[src/rtl/fifo_request_serializer_if.sv]
// -----------------------------------------------------------------------------
// fifo_request_serializer_if
//
// Bundles the FIFO-side pop handshake and the downstream beat handshake of
// fifo_request_serializer. Signal names keep the serializer's point of view,
// so *_in signals are driven by the environment and *_out signals by the
// serializer.
//
//   slave  modport : the serializer itself
//   master modport : FIFO + downstream link (or a testbench standing in)
//
// Signals:
//   request_in        entry presented by the FIFO (request_out)
//   request_valid_in  FIFO entry valid (request_valid_out)
//   issue_ack_out     one-cycle pop pulse back to the FIFO (issue_ack_in)
//   beat_out          current narrow beat, LSB slice of the entry first
//   beat_valid_out    beat valid
//   beat_last_out     final beat of the entry
//   beat_ready_in     downstream accepts the beat
//   busy_out          an entry is held
//   beat_parity_out   even parity of beat_out (SERIALIZER_BEAT_PARITY_EN only)
//
// Optional feature macro: SERIALIZER_BEAT_PARITY_EN
// -----------------------------------------------------------------------------
interface fifo_request_serializer_if #(
  parameter int SINGLE_ENTRY_WIDTH_IN_BITS = 64,
  parameter int BEAT_WIDTH_IN_BITS         = 16
);

  logic [SINGLE_ENTRY_WIDTH_IN_BITS-1:0] request_in;
  logic                                  request_valid_in;
  logic                                  issue_ack_out;
  logic [BEAT_WIDTH_IN_BITS-1:0]         beat_out;
  logic                                  beat_valid_out;
  logic                                  beat_last_out;
  logic                                  beat_ready_in;
  logic                                  busy_out;

`ifdef SERIALIZER_BEAT_PARITY_EN
  logic                                  beat_parity_out;

  modport slave (
    input  request_in,
    input  request_valid_in,
    output issue_ack_out,
    output beat_out,
    output beat_valid_out,
    output beat_last_out,
    input  beat_ready_in,
    output busy_out,
    output beat_parity_out
  );

  modport master (
    output request_in,
    output request_valid_in,
    input  issue_ack_out,
    input  beat_out,
    input  beat_valid_out,
    input  beat_last_out,
    output beat_ready_in,
    input  busy_out,
    input  beat_parity_out
  );
`else
  modport slave (
    input  request_in,
    input  request_valid_in,
    output issue_ack_out,
    output beat_out,
    output beat_valid_out,
    output beat_last_out,
    input  beat_ready_in,
    output busy_out
  );

  modport master (
    output request_in,
    output request_valid_in,
    input  issue_ack_out,
    input  beat_out,
    input  beat_valid_out,
    input  beat_last_out,
    output beat_ready_in,
    input  busy_out
  );
`endif

endinterface : fifo_request_serializer_if

[src/rtl/fifo_request_serializer.sv]
// -----------------------------------------------------------------------------
// fifo_request_serializer
//
// Pops one wide entry from a request FIFO, acknowledges it with a registered
// one-cycle pulse, and replays it as NUM_BEATS narrow beats on a valid/ready
// link, least-significant slice first.
//
// Parameters:
//   SINGLE_ENTRY_WIDTH_IN_BITS  width of one popped entry (default 64)
//   BEAT_WIDTH_IN_BITS          width of one beat; must divide the entry width
//   NUM_BEATS                   beats per entry; must be >= 2
//   BEAT_CNT_WIDTH_IN_BITS      beat counter width
//
// Ports:
//   clk_in      single clock, all state on the rising edge
//   reset_n_in  asynchronous active-low reset
//   bus         fifo_request_serializer_if.slave (FIFO pop + beat handshake)
//
// Optional feature macro: SERIALIZER_BEAT_PARITY_EN adds bus.beat_parity_out,
// the even parity (XOR reduction) of beat_out, 0 whenever no beat is valid.
//
// All downstream outputs are decoded from registers only; beat_ready_in and
// request_valid_in only steer next state.
// -----------------------------------------------------------------------------
module fifo_request_serializer #(
  parameter int SINGLE_ENTRY_WIDTH_IN_BITS = 64,
  parameter int BEAT_WIDTH_IN_BITS         = 16,
  parameter int NUM_BEATS                  = SINGLE_ENTRY_WIDTH_IN_BITS / BEAT_WIDTH_IN_BITS,
  parameter int BEAT_CNT_WIDTH_IN_BITS     = $clog2(NUM_BEATS)
) (
  input logic                      clk_in,
  input logic                      reset_n_in,
  fifo_request_serializer_if.slave bus
);

  typedef enum logic {
    IDLE = 1'b0,
    SEND = 1'b1
  } state_e;

  typedef logic [BEAT_CNT_WIDTH_IN_BITS-1:0] beat_cnt_t;

  localparam beat_cnt_t LAST_BEAT = beat_cnt_t'(NUM_BEATS - 1);

  // Two cycles of holdoff cover the ack cycle and the cycle after it, during
  // which the FIFO may still show the popped entry before its valid drops.
  localparam logic [1:0] HOLDOFF_INIT = 2'd2;

  state_e                                state_q,   state_d;
  logic [SINGLE_ENTRY_WIDTH_IN_BITS-1:0] shift_q,   shift_d;
  beat_cnt_t                             cnt_q,     cnt_d;
  logic [1:0]                            holdoff_q, holdoff_d;
  logic                                  ack_q,     ack_d;

  logic [BEAT_WIDTH_IN_BITS-1:0]         beat;
  logic                                  beat_valid;
  logic                                  beat_last;
  logic                                  busy;

  // ---------------------------------------------------------------------------
  // State registers
  // ---------------------------------------------------------------------------
  // NOTE: sequential state uses non-blocking assignments only, so every
  // register samples the pre-edge value of every other register.
  // NOTE: the entry shift register is reset as well; a held entry must be
  // discarded so its remaining beats can never leak out after reset.
  always_ff @(posedge clk_in or negedge reset_n_in) begin
    if (!reset_n_in) begin
      state_q   <= IDLE;
      shift_q   <= '0;
      cnt_q     <= '0;
      holdoff_q <= '0;
      ack_q     <= 1'b0;
    end else begin
      state_q   <= state_d;
      shift_q   <= shift_d;
      cnt_q     <= cnt_d;
      holdoff_q <= holdoff_d;
      ack_q     <= ack_d;
    end
  end

  // ---------------------------------------------------------------------------
  // Next state and outputs
  // ---------------------------------------------------------------------------
  // NOTE: every signal written here gets a default first, so no path through
  // the case statement can leave one unassigned and infer a latch.
  always_comb begin
    state_d    = state_q;
    shift_d    = shift_q;
    cnt_d      = cnt_q;
    ack_d      = 1'b0;
    holdoff_d  = (holdoff_q != 2'd0) ? holdoff_q - 2'd1 : 2'd0;

    beat       = '0;
    beat_valid = 1'b0;
    beat_last  = 1'b0;
    busy       = 1'b0;

    unique case (state_q)
      IDLE: begin
        if (bus.request_valid_in && (holdoff_q == 2'd0)) begin
          shift_d   = bus.request_in;
          cnt_d     = '0;
          state_d   = SEND;
          ack_d     = 1'b1;
          holdoff_d = HOLDOFF_INIT;
        end
      end

      SEND: begin
        beat       = shift_q[BEAT_WIDTH_IN_BITS-1:0];
        beat_valid = 1'b1;
        beat_last  = (cnt_q == LAST_BEAT);
        busy       = 1'b1;

        if (bus.beat_ready_in) begin
          if (beat_last) begin
            // Final beat accepted: drop the entry and return to IDLE.
            shift_d = '0;
            cnt_d   = '0;
            state_d = IDLE;
          end else begin
            shift_d = shift_q >> BEAT_WIDTH_IN_BITS;
            cnt_d   = cnt_q + beat_cnt_t'(1);
          end
        end
      end
    endcase
  end

  // ---------------------------------------------------------------------------
  // Output drive
  // ---------------------------------------------------------------------------
  assign bus.issue_ack_out  = ack_q;
  assign bus.beat_out       = beat;
  assign bus.beat_valid_out = beat_valid;
  assign bus.beat_last_out  = beat_last;
  assign bus.busy_out       = busy;

`ifdef SERIALIZER_BEAT_PARITY_EN
  // beat is forced to zero outside SEND, so parity is 0 whenever not valid.
  assign bus.beat_parity_out = ^beat;
`endif

endmodule : fifo_request_serializer

[src/flat_wrapper.sv]
// flat-port wrapper written by rule: the top's interface ports become plain ports
module fifo_request_serializer_flat 
#(
  parameter int SINGLE_ENTRY_WIDTH_IN_BITS = 64,
  parameter int BEAT_WIDTH_IN_BITS         = 16,
  parameter int NUM_BEATS                  = SINGLE_ENTRY_WIDTH_IN_BITS / BEAT_WIDTH_IN_BITS,
  parameter int BEAT_CNT_WIDTH_IN_BITS     = $clog2(NUM_BEATS)
)
  (clk_in, reset_n_in, bus_request_in, bus_request_valid_in, bus_issue_ack_out, bus_beat_out, bus_beat_valid_out, bus_beat_last_out, bus_beat_ready_in, bus_busy_out);
  fifo_request_serializer_if #(.SINGLE_ENTRY_WIDTH_IN_BITS(SINGLE_ENTRY_WIDTH_IN_BITS), .BEAT_WIDTH_IN_BITS(BEAT_WIDTH_IN_BITS)) bus_i ();
  input logic clk_in;
  input logic reset_n_in;
  input wire logic [$bits(bus_i.request_in)-1:0] bus_request_in;
  input wire logic [$bits(bus_i.request_valid_in)-1:0] bus_request_valid_in;
  output wire logic [$bits(bus_i.issue_ack_out)-1:0] bus_issue_ack_out;
  output wire logic [$bits(bus_i.beat_out)-1:0] bus_beat_out;
  output wire logic [$bits(bus_i.beat_valid_out)-1:0] bus_beat_valid_out;
  output wire logic [$bits(bus_i.beat_last_out)-1:0] bus_beat_last_out;
  input wire logic [$bits(bus_i.beat_ready_in)-1:0] bus_beat_ready_in;
  output wire logic [$bits(bus_i.busy_out)-1:0] bus_busy_out;
  assign bus_i.request_in = bus_request_in;
  assign bus_i.request_valid_in = bus_request_valid_in;
  assign bus_issue_ack_out = bus_i.issue_ack_out;
  assign bus_beat_out = bus_i.beat_out;
  assign bus_beat_valid_out = bus_i.beat_valid_out;
  assign bus_beat_last_out = bus_i.beat_last_out;
  assign bus_i.beat_ready_in = bus_beat_ready_in;
  assign bus_busy_out = bus_i.busy_out;
  fifo_request_serializer #(.SINGLE_ENTRY_WIDTH_IN_BITS(SINGLE_ENTRY_WIDTH_IN_BITS), .BEAT_WIDTH_IN_BITS(BEAT_WIDTH_IN_BITS), .NUM_BEATS(NUM_BEATS), .BEAT_CNT_WIDTH_IN_BITS(BEAT_CNT_WIDTH_IN_BITS)) u_core (.clk_in(clk_in), .reset_n_in(reset_n_in), .bus(bus_i));
endmodule
[config.mk]
export PLATFORM = sky130hd
export DESIGN_NAME = fifo_request_serializer_flat
export DESIGN_NICKNAME = d
export VERILOG_FILES = /design/src/rtl/fifo_request_serializer_if.sv /design/src/rtl/fifo_request_serializer.sv /design/src/flat_wrapper.sv
export SDC_FILE = /design/constraint.sdc
export NUM_CORES = 1
export LEC_CHECK = 0
export BUFFER_PORTS_ARGS = -buffer_cell sky130_fd_sc_hd__buf_2
export CAP_MARGIN = 0
export CORE_MARGIN = 2
export CORE_UTILIZATION = 45
export CTS_CLUSTER_DIAMETER = 100
export DETAILED_ROUTE_END_ITERATION = 6
export GPL_ROUTABILITY_DRIVEN = 0
export HOLD_SLACK_MARGIN = 0.03
export PLACE_DENSITY = 0.71
export SYNTH_ARGS = -nofsm -noshare
export SYNTH_HDL_FRONTEND = slang
export SYNTH_SLANG_ARGS = --single-unit
export TNS_END_PERCENT = 1
[constraint.sdc]
create_clock -name clk_in -period 4.3 [get_ports clk_in]
set_clock_uncertainty 0.1 [all_clocks]
set_input_delay 0.86 -clock clk_in [delete_from_list [all_inputs] [get_ports clk_in]]
set_output_delay 0.86 -clock clk_in [all_outputs]
set_load 0.02 [all_outputs]
Word-level counts from Yosys, hierarchy flattened
Index checks and enable logic that the tools add are counted. W data, S select, Z words.

Bits in registers: 70. Latch bits: 0. RAM bits: 0. Memory bits (read-only): 0. Input port bits: 68. Output and inout bits: 20. Word-level logic and storage cells: 34. Memories: 0.

Add/subtract/negate cells: 2. Multiply operators: 0. Divide/modulo/power cells: 0. Magnitude comparators: 0. Equality and inequality tests: 3. Shifts and indexed selects: 0. Multiplexer cells: 19. Bitwise operators: 1. Reduce and logical (&&, ||, !) cells: 4.

Operators by type and width (count): $mux W64 (2); $pmux W64 S2 (1); $mux W48 (1); $mux W16 (1); $mux W2 (6); $mux W1 (6); $pmux W2 S2 (1); $add A2 B1 Y2 const B (1); $eq A2 B2 Y1 const B (1); $logic_not A2 Y1 (1); $ne A2 B1 Y1 const B (1); $ne A2 B2 Y1 const B (1); $pmux W1 S2 (1); $reduce_and A2 Y1 (1); $reduce_bool A2 Y1 (1); $sub A2 B1 Y2 const B (1); $logic_and A1 B1 Y1 (1); $not A1 Y1 (1).

Depth between registers and ports, before layout
Depth after elaboration: 4. Gate-level depth with buffers: 7. Mapped depth without buffers: 4.

Worst setup path before layout
OpenSTA, ideal clock, no wires.

Path kind: reg-to-output. Start: register u_core.state_q. End: output bus_beat_out[10]. Arrival: 1382 ps. Setup slack: 1958 ps. Stages on the path, launching flop included: 5. Path through: dfrtp_1 -> buf_6 -> clkbuf_1 -> clkbuf_1 -> and2_1.

Cells in the longest elaborated chain, start to end: 1.

Ends and longest elaborated chain: from (decl) (line fifo_request_serializer.sv:49) `state_e state_q, state_d;`; from (signal assigned) (line fifo_request_serializer.sv:75) `state_q <= state_d;`; $mux W16 (line fifo_request_serializer.sv:100) `unique case (state_q)`; to (decl) (line flat_wrapper.sv:16) `output wire logic [$bits(bus_i.beat_out)-1:0] bus_beat_out;`.

No other way between the ends.

Worst setup path after layout
Start: register u_core.state_q. End: output bus_beat_out[3].

The elaborated chain is that of the path after synthesis.

==> metrics <==
outcome=completed; setup tns final=0 ns; Mapped Area=3312 sq um; GRT Total Usage=0.1847; Max rail drop VDD=266.9 uV; Power Dens Cells=650.8 nW/um^2; Final Max Slew Viols=0; CTS tree=yes; final hold viol count=0; Max Clk Rate=356.9 MHz; vias per cell=5.228; Die Span Y=89.79 um; Mapped Nets=412; # setup viols final=0; Core Box Area=7176 sq um; GRT Residual Overflow=0; root buffer cell=clkbuf_8; wire per inst=14.15 um; nets=481; initial drt markers=152; io pins=88; initial core utilization=0.4616; Slowest Stage Delay on Critical Path=0.65 ns; Final period util=0.6516; largest net degree at the start of global routing=71; area added between synthesis and finish=17.83%; Critical Path, Cell by Cell=buf_4 > and2_1 > buf_2; most common cell after layout, fill and taps aside=buf_2; Slew HR=0.3232; antenna violations before repair=0; clk slew on worst S/H paths=0.07 ns; worst-path fanout max=48; R2R depth=5; Inserted Clock Buffers=9; Vias=2687; sequential cell area=1753 sq um; DRC viols=0; commonest non-fill, non-tap cells in the layout=buf_2 (86), dfrtp_1 (69), nand3_1 (50); Post-Syn Instances=343; fin util=0.5439; total routed wirelength=7272 um; number of global-route vias before repair=2479; HP Class=reg2reg; syn_area_per_cell=9.656 sq um; max cap viols=0; Ys Warns=0; required time worst endpoint=3.34 ns; Post-DP Area=3729 sq um; htree depth=3; post-synthesis cell type count=22; number of core rows=31; worst slack at placement=1.385 ns; # diodes=0; Critical Path Slowest Stage Cell=dfrtp_2; global-route wire length before repair=11940 um; WS Path Type=reg2out; post-CTS sizing=0; RSZ-0062 raised after global routing=false; Clock Sinks=70; Die ar.=8062 sq um; clock latency on the worst-skew pair=0.34 ns; Leakage=1.837 nW; post-DP HPWL=4654 um; post-layout min period=2.802 ns; Yosys reg bits=70; Slew @ Worst Pin=1.013 ns; Final Worst Setup Slack=1.498 ns; Die X=89.79 um; worst hold path depth=1; CP arrival=1.84 ns; input/output buffers=87; Critical Path Start Type=flop; final instance area=3902 sq um; clk buf depth=2; CTS hold repair buffers=0; critical path capture point type=primary output; total power draw=2.540 mW; postcts setup bufs=0; sequential-to-total area share from yosys stat=0.5289; area occupied by multi-input gates=1379 sq um; share of layout cells above drive strength 1=0.2651; fill count=665; antenna-violating nets left=0; First-pass DRT Iterations=4
==> report_power, final <==
part,switching [mW],internal [mW]
Combinational,0.626,0.378
Sequential,0.161,0.904
Clock,0.221,0.250
==> metrics by stage <==
stage | hold WS (ns) | std cells
5_1_grt | 0.4139 | 514
4_1_cts | 0.3713 | 514
3_3_place_gp | 0.3388 | 500
6_report | 0.3675 | 514
3_5_place_dp | 0.3595 | 500
2_1_floorplan | 0.3177 | 343
==> synthesized netlist by cell type <==
master    number  share of area
a21oi_1       47          0.071
o22ai_1        1         0.0019
ha_1           1         0.0038
buf_1          4         0.0045
mux2_4         1         0.0045
o21ai_1       47          0.071
inv_1          1         0.0011
buf_4          1         0.0023
a21oi_4        1         0.0049
nor2b_1       49          0.093
and2_1        17          0.032
nand2_1        6         0.0068
clkinv_4       1         0.0026
buf_6          7          0.024
dfrtp_1       70           0.53
a22o_1        16          0.042
buf_2          2         0.0030
o21ai_0        1         0.0015
a21o_1         1         0.0023
clkbuf_1      18          0.020
or4b_1         1         0.0030
nand3_1       50          0.076
==> final timing paths <==
path                                             endpoint                     startpoint  slack [ns]
min                         u_core.holdoff_q[0]$_DFF_PN0_  u_core.holdoff_q[0]$_DFF_PN0_        0.37
max in group asynchronous        u_core.state_q$_DFF_PN0_                     reset_n_in        2.97
min in group asynchronous   u_core.shift_q[4]$_DFFE_PN0P_                     reset_n_in        0.52
min reg2reg                 u_core.holdoff_q[0]$_DFF_PN0_  u_core.holdoff_q[0]$_DFF_PN0_        0.37
max                                       bus_beat_out[3]       u_core.state_q$_DFF_PN0_        1.50
max reg2reg                u_core.shift_q[47]$_DFFE_PN0P_       u_core.state_q$_DFF_PN0_        1.66
==> per-layer routing <==
| metal | vias to the layer above | track usage | share of wire |
|---|---|---|---|
| li1 | 1327 | - | - |
| met1 | 1256 | 0.2775 | 0.47 |
| met2 | 88 | 0.2506 | 0.44 |
| met3 | 16 | 0.03437 | 0.057 |
| met4 | 0 | 0.1038 | 0.027 |
| met5 | - | 0 | 0 |
==> state kept, by name, summed over array words and instances, names as in the netlist <==
name and flops:
u_core.bus.issue_ack_out 1, u_core.cnt_q 2, u_core.holdoff_q 2, u_core.shift_q 64, u_core.state_q 1
==> cell type report <==
| cell class | instances | share of cell area |
|---|---|---|
| sequential | 70 | 0.4492 |
| multi-input combinational | 239 | 0.3533 |
| timing repair buffer | 90 | 0.1180 |
| clock buffer | 13 | 0.04328 |
| tap | 99 | 0.03174 |
| inverter | 2 | 0.003206 |
| clock inverter | 1 | 0.001282 |
==> worst max-delay path: cells and delay by family (launching register included) <==
| family | cells | cell delay (ns) |
|---|---|---|
| flops | 1 | 0.65 |
| buf+inv | 2 | 0.63 |
| simple gates | 1 | 0.20 |
==> logic make-up (layout without fill, tap and decap cells) <==
logic type,after synthesis,count (layout),synth area share
AND/OR/NAND/NOR,123,123,0.2100
AO/OA/AOI/OAI,114,114,0.1949
flip-flops,70,70,0.5289
buffers and inverters,34,106,0.05780
adder cells (fa/ha/maj),1,1,0.003777
multiplexers,1,1,0.004532
Power figures use the tool's default switching activity.
